## src/rtl/uart_pkg.sv

```systemverilog
// Shared definitions for the UART transmit path: FSM states, bit timing
// constants and the parity helper.
package uart_pkg;

    localparam int TICKS_PER_BIT  = 16;
    localparam int HALF_BIT_TICKS = 8;

    typedef enum logic [2:0] {
        ST_IDLE   = 3'd0,
        ST_START  = 3'd1,
        ST_DATA   = 3'd2,
        ST_PARITY = 3'd3,
        ST_STOP1  = 3'd4,
        ST_STOP2  = 3'd5
    } tx_state_e;

    // Only the 5+dls transmitted bits take part; eps=0 inverts for odd parity.
    function automatic logic calc_parity(input logic [7:0] data,
                                         input logic [1:0] dls,
                                         input logic       eps);
        logic [7:0] mask;
        mask = 8'hFF >> (2'd3 - dls);
        return (^(data & mask)) ^ ~eps;
    endfunction

endpackage

```

## src/rtl/uart_baud_gen.sv

```systemverilog
// Baud divisor: one-cycle tick every `divisor` clocks, silent while divisor=0.
module uart_baud_gen
    import uart_pkg::*;
(
    input  logic        sys_clk,
    input  logic        rst_b,
    input  logic [15:0] divisor,
    input  logic        set_vld,
    output logic        tick
);

    logic [15:0] cnt_d, cnt_q;
    logic        tick_d, tick_q;

    // The >= compare lets a shrinking divisor wrap immediately instead of
    // running the counter all the way round.
    always_comb begin
        cnt_d  = cnt_q;
        tick_d = 1'b0;
        if (set_vld || divisor == 16'd0) begin
            cnt_d = '0;
        end else if (cnt_q >= divisor - 16'd1) begin
            cnt_d  = '0;
            tick_d = 1'b1;
        end else begin
            cnt_d = cnt_q + 16'd1;
        end
    end

    always_ff @(posedge sys_clk or negedge rst_b) begin
        if (!rst_b) begin
            cnt_q  <= '0;
            tick_q <= 1'b0;
        end else begin
            cnt_q  <= cnt_d;
            tick_q <= tick_d;
        end
    end

    assign tick = tick_q;

endmodule

```

## src/rtl/uart_tx_ctrl.sv

```systemverilog
// UART transmit controller: frame FSM, data shifter and parity generation,
// paced by the 16x tick from uart_baud_gen.
module uart_tx_ctrl
    import uart_pkg::*;
(
    input  logic        sys_clk,
    input  logic        rst_b,
    input  logic [15:0] reg_ctrl_dllh_data,
    input  logic        reg_ctrl_set_dllh_vld,
    input  logic [1:0]  reg_ctrl_lcr_dls,
    input  logic        reg_ctrl_lcr_pen,
    input  logic        reg_ctrl_lcr_eps,
    input  logic        reg_ctrl_lcr_stop,
    input  logic        reg_ctrl_thr_vld,
    input  logic [7:0]  reg_ctrl_thr_data,
    output logic        ctrl_reg_thr_read,
    output logic        ctrl_reg_thsr_empty,
    output logic        ctrl_reg_busy,
    output logic        uart_txd,
    output logic        tx_baud_tick
);

    localparam logic [3:0] FULL_LAST = 4'(TICKS_PER_BIT - 1);
    localparam logic [3:0] HALF_LAST = 4'(HALF_BIT_TICKS - 1);

    logic baud_tick;

    uart_baud_gen u_baud_gen (
        .sys_clk (sys_clk),
        .rst_b   (rst_b),
        .divisor (reg_ctrl_dllh_data),
        .set_vld (reg_ctrl_set_dllh_vld),
        .tick    (baud_tick)
    );

    tx_state_e  state_d, state_q;
    logic [3:0] phase_d, phase_q;
    logic [2:0] bit_cnt_d, bit_cnt_q;
    logic [7:0] shift_d, shift_q;
    logic [1:0] dls_d, dls_q;
    logic       pen_d, pen_q;
    logic       stop_d, stop_q;
    logic       parity_d, parity_q;
    logic       txd_d, txd_q;
    logic       thr_read_d, thr_read_q;
    logic       empty_d, empty_q;
    logic       busy_d, busy_q;
    logic       bit_end, frame_done, load, can_load;
    logic [3:0] bit_last;

    always_comb begin
        state_d    = state_q;
        phase_d    = phase_q;
        bit_cnt_d  = bit_cnt_q;
        shift_d    = shift_q;
        dls_d      = dls_q;
        pen_d      = pen_q;
        stop_d     = stop_q;
        parity_d   = parity_q;
        thr_read_d = 1'b0;
        frame_done = 1'b0;
        load       = 1'b0;
        can_load   = reg_ctrl_thr_vld && (reg_ctrl_dllh_data != 16'd0);
        bit_last   = (state_q == ST_STOP2 && dls_q == 2'd0) ? HALF_LAST : FULL_LAST;
        bit_end    = baud_tick && (state_q != ST_IDLE) && (phase_q == bit_last);

        if (baud_tick && state_q != ST_IDLE) begin
            phase_d = bit_end ? 4'd0 : phase_q + 4'd1;
        end

        case (state_q)
            ST_IDLE:   load = can_load;
            ST_START:  if (bit_end) state_d = ST_DATA;
            ST_DATA: begin
                if (bit_end) begin
                    if (bit_cnt_q == ({1'b0, dls_q} + 3'd4)) begin
                        state_d = pen_q ? ST_PARITY : ST_STOP1;
                    end else begin
                        bit_cnt_d = bit_cnt_q + 3'd1;
                        shift_d   = shift_q >> 1;
                    end
                end
            end
            ST_PARITY: if (bit_end) state_d = ST_STOP1;
            ST_STOP1: begin
                if (bit_end) begin
                    if (stop_q) state_d = ST_STOP2;
                    else        frame_done = 1'b1;
                end
            end
            ST_STOP2:  frame_done = bit_end;
            default:   state_d = ST_IDLE;
        endcase

        // A waiting byte chains straight into the next START with no idle bit.
        if (frame_done) begin
            if (can_load) load = 1'b1;
            else          state_d = ST_IDLE;
        end

        if (load) begin
            state_d    = ST_START;
            shift_d    = reg_ctrl_thr_data;
            dls_d      = reg_ctrl_lcr_dls;
            pen_d      = reg_ctrl_lcr_pen;
            stop_d     = reg_ctrl_lcr_stop;
            parity_d   = calc_parity(reg_ctrl_thr_data, reg_ctrl_lcr_dls, reg_ctrl_lcr_eps);
            phase_d    = 4'd0;
            bit_cnt_d  = 3'd0;
            thr_read_d = 1'b1;
        end

        case (state_d)
            ST_START:  txd_d = 1'b0;
            ST_DATA:   txd_d = shift_d[0];
            ST_PARITY: txd_d = parity_d;
            default:   txd_d = 1'b1;
        endcase

        empty_d = (state_d == ST_IDLE);
        busy_d  = ~empty_d;
    end

    always_ff @(posedge sys_clk or negedge rst_b) begin
        if (!rst_b) begin
            state_q    <= ST_IDLE;
            phase_q    <= '0;
            bit_cnt_q  <= '0;
            shift_q    <= '0;
            dls_q      <= '0;
            pen_q      <= 1'b0;
            stop_q     <= 1'b0;
            parity_q   <= 1'b0;
            txd_q      <= 1'b1;
            thr_read_q <= 1'b0;
            empty_q    <= 1'b1;
            busy_q     <= 1'b0;
        end else begin
            state_q    <= state_d;
            phase_q    <= phase_d;
            bit_cnt_q  <= bit_cnt_d;
            shift_q    <= shift_d;
            dls_q      <= dls_d;
            pen_q      <= pen_d;
            stop_q     <= stop_d;
            parity_q   <= parity_d;
            txd_q      <= txd_d;
            thr_read_q <= thr_read_d;
            empty_q    <= empty_d;
            busy_q     <= busy_d;
        end
    end

    assign uart_txd            = txd_q;
    assign ctrl_reg_thr_read   = thr_read_q;
    assign ctrl_reg_thsr_empty = empty_q;
    assign ctrl_reg_busy       = busy_q;
    assign tx_baud_tick        = baud_tick;

endmodule

```

## config.mk

```make
export PLATFORM = sky130hd
export DESIGN_NAME = uart_tx_ctrl
export DESIGN_NICKNAME = d
export VERILOG_FILES = /design/src/rtl/uart_pkg.sv /design/src/rtl/uart_baud_gen.sv /design/src/rtl/uart_tx_ctrl.sv
export SDC_FILE = /design/constraint.sdc
export NUM_CORES = 1
export LEC_CHECK = 0
export CAP_MARGIN = 20
export CORE_MARGIN = 2
export CORE_UTILIZATION = 55
export CTS_CLUSTER_DIAMETER = 40
export DETAILED_ROUTE_END_ITERATION = 7
export PLACE_DENSITY_LB_ADDON = 0.05
export SYNTH_ARGS = -nofsm -noshare
export SYNTH_HDL_FRONTEND = slang
export SYNTH_SLANG_ARGS = --single-unit
```

## constraint.sdc

```tcl
create_clock -name sys_clk -period 3.1 [get_ports sys_clk]
set_input_delay 0.93 -clock sys_clk [delete_from_list [all_inputs] [get_ports sys_clk]]
set_output_delay 0.93 -clock sys_clk [all_outputs]
set_load 0.005 [all_outputs]
```

* After elaboration in Yosys (flattened, before gate mapping)
Cells that the tools add are included.
** Cells by class
- Add/sub/neg operators :: 6
- Order comparisons :: 1
- Equal/unequal tests :: 11
- Shift operators :: 1
- Muxes and demuxes :: 36
- Bitwise logic cells :: 4
- Reduce and logical (&&, ||, !) cells :: 17
** Operators by type and width (number)
- $mux 3 :: 14
- $mux 16 :: 2
- $mux 8 :: 4
- $add 16x1->16 const B :: 1
- $ge 16x16->1 :: 1
- $logic_not 16->1 :: 1
- $mux 4 :: 4
- $reduce_bool 16->1 :: 1
- $sub 16x1->16 const B :: 1
- $pmux 3 s5 :: 1
- $eq 3x2->1 const B :: 4
- $mux 1 :: 9
- $and 8x8->8 :: 1
- $reduce_xor 8->1 :: 1
- $shr 8x2->8 const A :: 1
- $eq 3x1->1 const B :: 2
- $eq 3x3->1 const B :: 2
- $logic_not 3->1 :: 2
- $reduce_bool 2->1 :: 3
- $add 4x1->4 const B :: 1
- $eq 4x4->1 :: 1
- $logic_and 1x1->1 :: 4
- $add 2x3->3 const B :: 1
- $add 3x1->3 const B :: 1
- 12 further kinds :: 13
** Storage, ports and cells
- Register bits after elaboration :: 44
- Input port bits :: 33
- Output and inout port bits :: 5
- Logic and storage cells :: 91

* Longest topological paths before layout
- Depth after elaboration :: 12
- Gate-level depth with buffers :: 16
- Depth with buffers taken out :: 14

* Modules after synthesis
From an unflattened synthesis, not the netlist that was laid out.
** Unflattened totals
- Cell total of the unflattened synthesis :: 302
- Area total of the unflattened synthesis :: 2854.0 µm²
** Modules (own cells, without submodules)
- uart_tx_ctrl :: instances 1, cells an instance 151, area an instance 1475.2 µm², sequential area each 678.2 µm²
- uart_baud_gen :: instances 1, cells an instance 151, area an instance 1378.8 µm², sequential area each 425.4 µm²

* Worst setup path before layout
Ideal clock, no wire load.
- Kind :: input to register
- Start :: input reg_ctrl_dllh_data[3]
- End :: register u_baud_gen.cnt_q[10]
- Setup time :: 0.101 ns
- Arrival :: 3.654 ns
- Required time :: 2.999 ns
- Setup slack :: -0.655 ns
- Stages :: 16
- Path buffers :: 2
- Cell sequence :: nor3_1 and3_1 nand2b_1 nor4_1 nand2b_1 nor4_1 xnor2_1 ha_1 a21oi_1 nor2b_1 o21ai_0 o211ai_1 a41o_1 clkbuf_1 clkbuf_1 nor4_1
** Between the ends
- Cells in the longest elaborated chain, start to end :: 4
- Elaborated cells on any way between the ends :: 6
- Those cells by class :: add/sub: 1; order compare: 1; mux: 2; reduce/logical: 2
** Ends and longest elaborated chain
- from (decl) :: line uart_tx_ctrl.sv:8 : input logic [15:0] reg_ctrl_dllh_data,
- $sub 16x1->16 :: line uart_baud_gen.sv:22 : end else if (cnt_q >= divisor - 16'd1) begin
- $ge 16x16->1 :: line uart_baud_gen.sv:22
- $mux 16 :: line uart_baud_gen.sv:22
- $mux 16 * :: line uart_baud_gen.sv:20 : if (set_vld || divisor == 16'd0) begin
- net u_baud_gen.cnt_d[10] :: line uart_baud_gen.sv:12 : logic [15:0] cnt_d, cnt_q;
- to (signal assigned) :: line uart_baud_gen.sv:35 : cnt_q <= cnt_d;
- to (decl) :: line uart_baud_gen.sv:12
The timed path passes the listed nets; every way through them passes the cells marked *.
A chain may end at the register's enable or synchronous reset.

* Worst setup path after layout
- Start :: input reg_ctrl_dllh_data[4]
- End :: register u_baud_gen.cnt_q[14]
Same word-level chain as after synthesis.

==> results.toml <==
[place]
placed_cells = 420
dpl_cell_area_mm2 = 0.00348
dpl.hpwl_um = 4270
gp_congestion = 0.766
portBuffers = 37

[clock_network]
cts_buffers = 5
clock_path_buffers = 2
clkSinkCount = 44
holdBufCountCts = 0
clk_pin_slew_ns = 0.08
htreeDepth = 2
clock_tree.root_cell = "clkbuf_8"
cts_tree = "done"
clock_latency_ns = 0.29

[logic_synthesis]
synth_area_leaders = "dfrtp_1 38%, ha_1 9.0%, xnor2_1 7.9%"
synth_top_area_share = 0.378
synth_seq_cells = 44
synthArstFlopShare = 1.00
synth_flop_cell = "dfrtp_1"
synth_edf_count = 0
synth_nets = 348
syn_inst = 295
synth_cell_types = 41
synth_xor_area_frac = 0.132
yosys.area_share.simple = 0.226
synth_compound_area_frac = 0.0971
synth_fa_ha_area_frac = 0.0899
yosys.area.top_type = "dfrtp_1"
synth.avg_cell_area_um2 = 9.43
seq_area_frac_synth = 0.397
synthMuxAreaShare = 0.0342
synth_top_family_by_area = "simple AND/OR/NAND/NOR gates"
yosysWarnings = 0
netlist_area_mm2 = 0.00278

[global_routing]
grt_pass1_vias = 2459
grt.total_usage = 0.247
grt_max_degree = 45
grt_pass1_wl_um = 10600
antenna_found_initial = 0
grt.overflow.total = 0

[pwr]
p_comb_frac = 0.301
switching_share = 0.301
seq_power_share = 0.478
p_per_area_mw_per_mm2 = 417
power.total_mw = 1.63
p_sw_mw = 0.490
internal-power_mw = 1.14
leakagePower_nw = 1.75
clkPwrFrac = 0.221
peakVddDrop_mv = 0.390

[worst_setup_path]
worstSetupPathType = "in2reg"
required_ns = 3.28
reg2reg_depth = 6
end_kind = "flip-flop"
crit_fanout = 5
worstPathArrival_ns = 3.67
critPathLaunchType = "primary input"

[detailed_routing]
drt_iter0_drc = 98
wirelength_um = 6540
vias_per_cell = 5.45
ant_nets = 0
vias = 2389
post-route-drc-count = 0
post_drt_wl_per_cell_um = 14.9
firstDrtPassIters = 4

[timing]
worst_pin_slew_ns = 1.26
final-max-slew-violation-count = 0
fmax_ghz = 0.287
layout_setup_ws_ns = -0.390
setup_tns_ns = -5.15
layout_min_cycle_time_ns = 3.49
finalSetupViolCount = 17
final_hold_viol_count = 0
rsz0062_at_grt = "yes"
finalCritPeriodShare = 1.13
fin_worst_skew_ns = 0.00572
slew_headroom = 0.161

[final_layout]
fin_area_mm2 = 0.00390
n_antenna_cell = 0
areaGrowthSynthToFinish_pct = 40.2
mostFrequentLayoutCells = "42 x dfrtp_1, 39 x nand2_1, 34 x buf_4"
stdcell_count = 438
drive_gt1_frac = 0.245
final_common_cell = "dfrtp_1"
nets = 423

[job]
cap_viol_max_count = 0

[floorplanning]
io_pins = 38
die_h_um = 75.1
row_count = 25
die_area_mm2 = 0.00564
die-width_um = 75.1
start_util = 0.581
core_area_mm2 = 0.00479

[hold_path]
whs_path_depth = 2
hold_path.class = "reg2reg"

[status]
status = "finished, violations left"
violations = "negative setup slack"
## metal layers
layer / vias up / track usage / routed length (um)
met2: 53 / 0.462 / 3410
li1: 1186 / - / -
met4: 0 / 0.0858 / 145
met3: 16 / 0.0335 / 229
met1: 1134 / 0.287 / 2750
met5: - / 0 / 0
## final timing paths
kind	startpoint	slack, ns	to
min in group asynchronous	rst_b	0.78	ctrl_reg_thr_read
worst min register to register	shift_q[7]	0.51	shift_q[7]
worst min-delay path	shift_q[7]	0.51	shift_q[7]
worst max register to register	state_q[1]	0.67	ctrl_reg_busy
worst max-delay path	reg_ctrl_dllh_data[4]	-0.39	u_baud_gen.cnt_q[14]
max in group asynchronous	rst_b	1.73	bit_cnt_q[1]
## power by group through the flow
stage,logic [mW],registers [mW],clock network (mW)
2_1_floorplan,0.282,0.767,0
3_3_place_gp,0.461,0.782,0
3_5_place_dp,0.475,0.785,0
4_1_cts,0.487,0.776,0.369
5_1_grt,0.549,0.793,0.395
6_report,0.490,0.777,0.359
## area by class of cell
type	instances	area, um2
fillers	316	883
multi-input cells	234	1890
flip-flops and latches	44	1100
inverters	9	36.3
repair buffers	76	703
well taps	67	83.8
clock buffers	8	90.1
## critical path: stages
cell	delay, ns
buf_8	0.10
nor3_4	0.18
and3_4	0.22
nand2b_4	0.06
nor4_4	0.18
nand2b_1	0.15
buf_6	0.15
nor2_2	0.09
xnor2_1	0.15
ha_1	0.29
nand4_1	0.09
nor2_1	0.08
a21oi_1	0.16
o211ai_1	0.14
a41o_2	0.31
buf_12	0.16
nor4_2	0.23
## metrics by stage
step,hold WS (ns),utilization,setup WS (ns)
6_report,0.512,0.815,-0.390
3_3_place_gp,0.481,0.728,-0.789
4_1_cts,0.512,0.802,-0.462
3_5_place_dp,0.489,0.728,-0.951
2_1_floorplan,0.452,-,-0.311
5_1_grt,0.545,0.815,-0.545
## kinds of logic after synthesis
group / Yosys count
muxes: 9
buffers and inverters: 17
DFF: 44
xor gates and xnor gates: 42
AOI/OAI and AO/OA: 39
adders and majority gates: 20
and+or+nand+nor: 124
## sequential cells by signal (all words and copies together), names as in the netlist
register,count
ctrl_reg_thsr_empty,1
state_q,3
u_baud_gen.tick,1
pen_q,1
phase_q,4
uart_txd,1
parity_q,1
dls_q,2
u_baud_gen.cnt_q,16
ctrl_reg_thr_read,1
ctrl_reg_busy,1
stop_q,1
bit_cnt_q,3
shift_q,8
## synthesized netlist by cell type (2+ instances only)
master	n
a211oi_1	2
a21o_1	7
a21oi_1	10
and2_1	4
and3_1	6
clkbuf_1	7
dfrtp_1	42
dfstp_2	2
ha_1	20
inv_1	8
mux2i_1	8
nand2_1	39
nand2b_1	4
nand3_1	9
nand3b_1	2
nand4_1	5
nor2_1	21
nor2b_1	3
nor3_1	5
nor4_1	19
o21ai_0	10
or3_1	2
or4_4	2
xnor2_1	25
xor2_1	17
## what timing repair did
action / 4_1_cts / 5_1_grt
gates cloned: 2 / 0
buffers inserted: 8 / 1
endpoints found under the setup margin: 20 / 19
resized for setup: 60 / 17
pin swaps: 19 / 19
No activity file was read; power rests on OpenSTA's default activity.
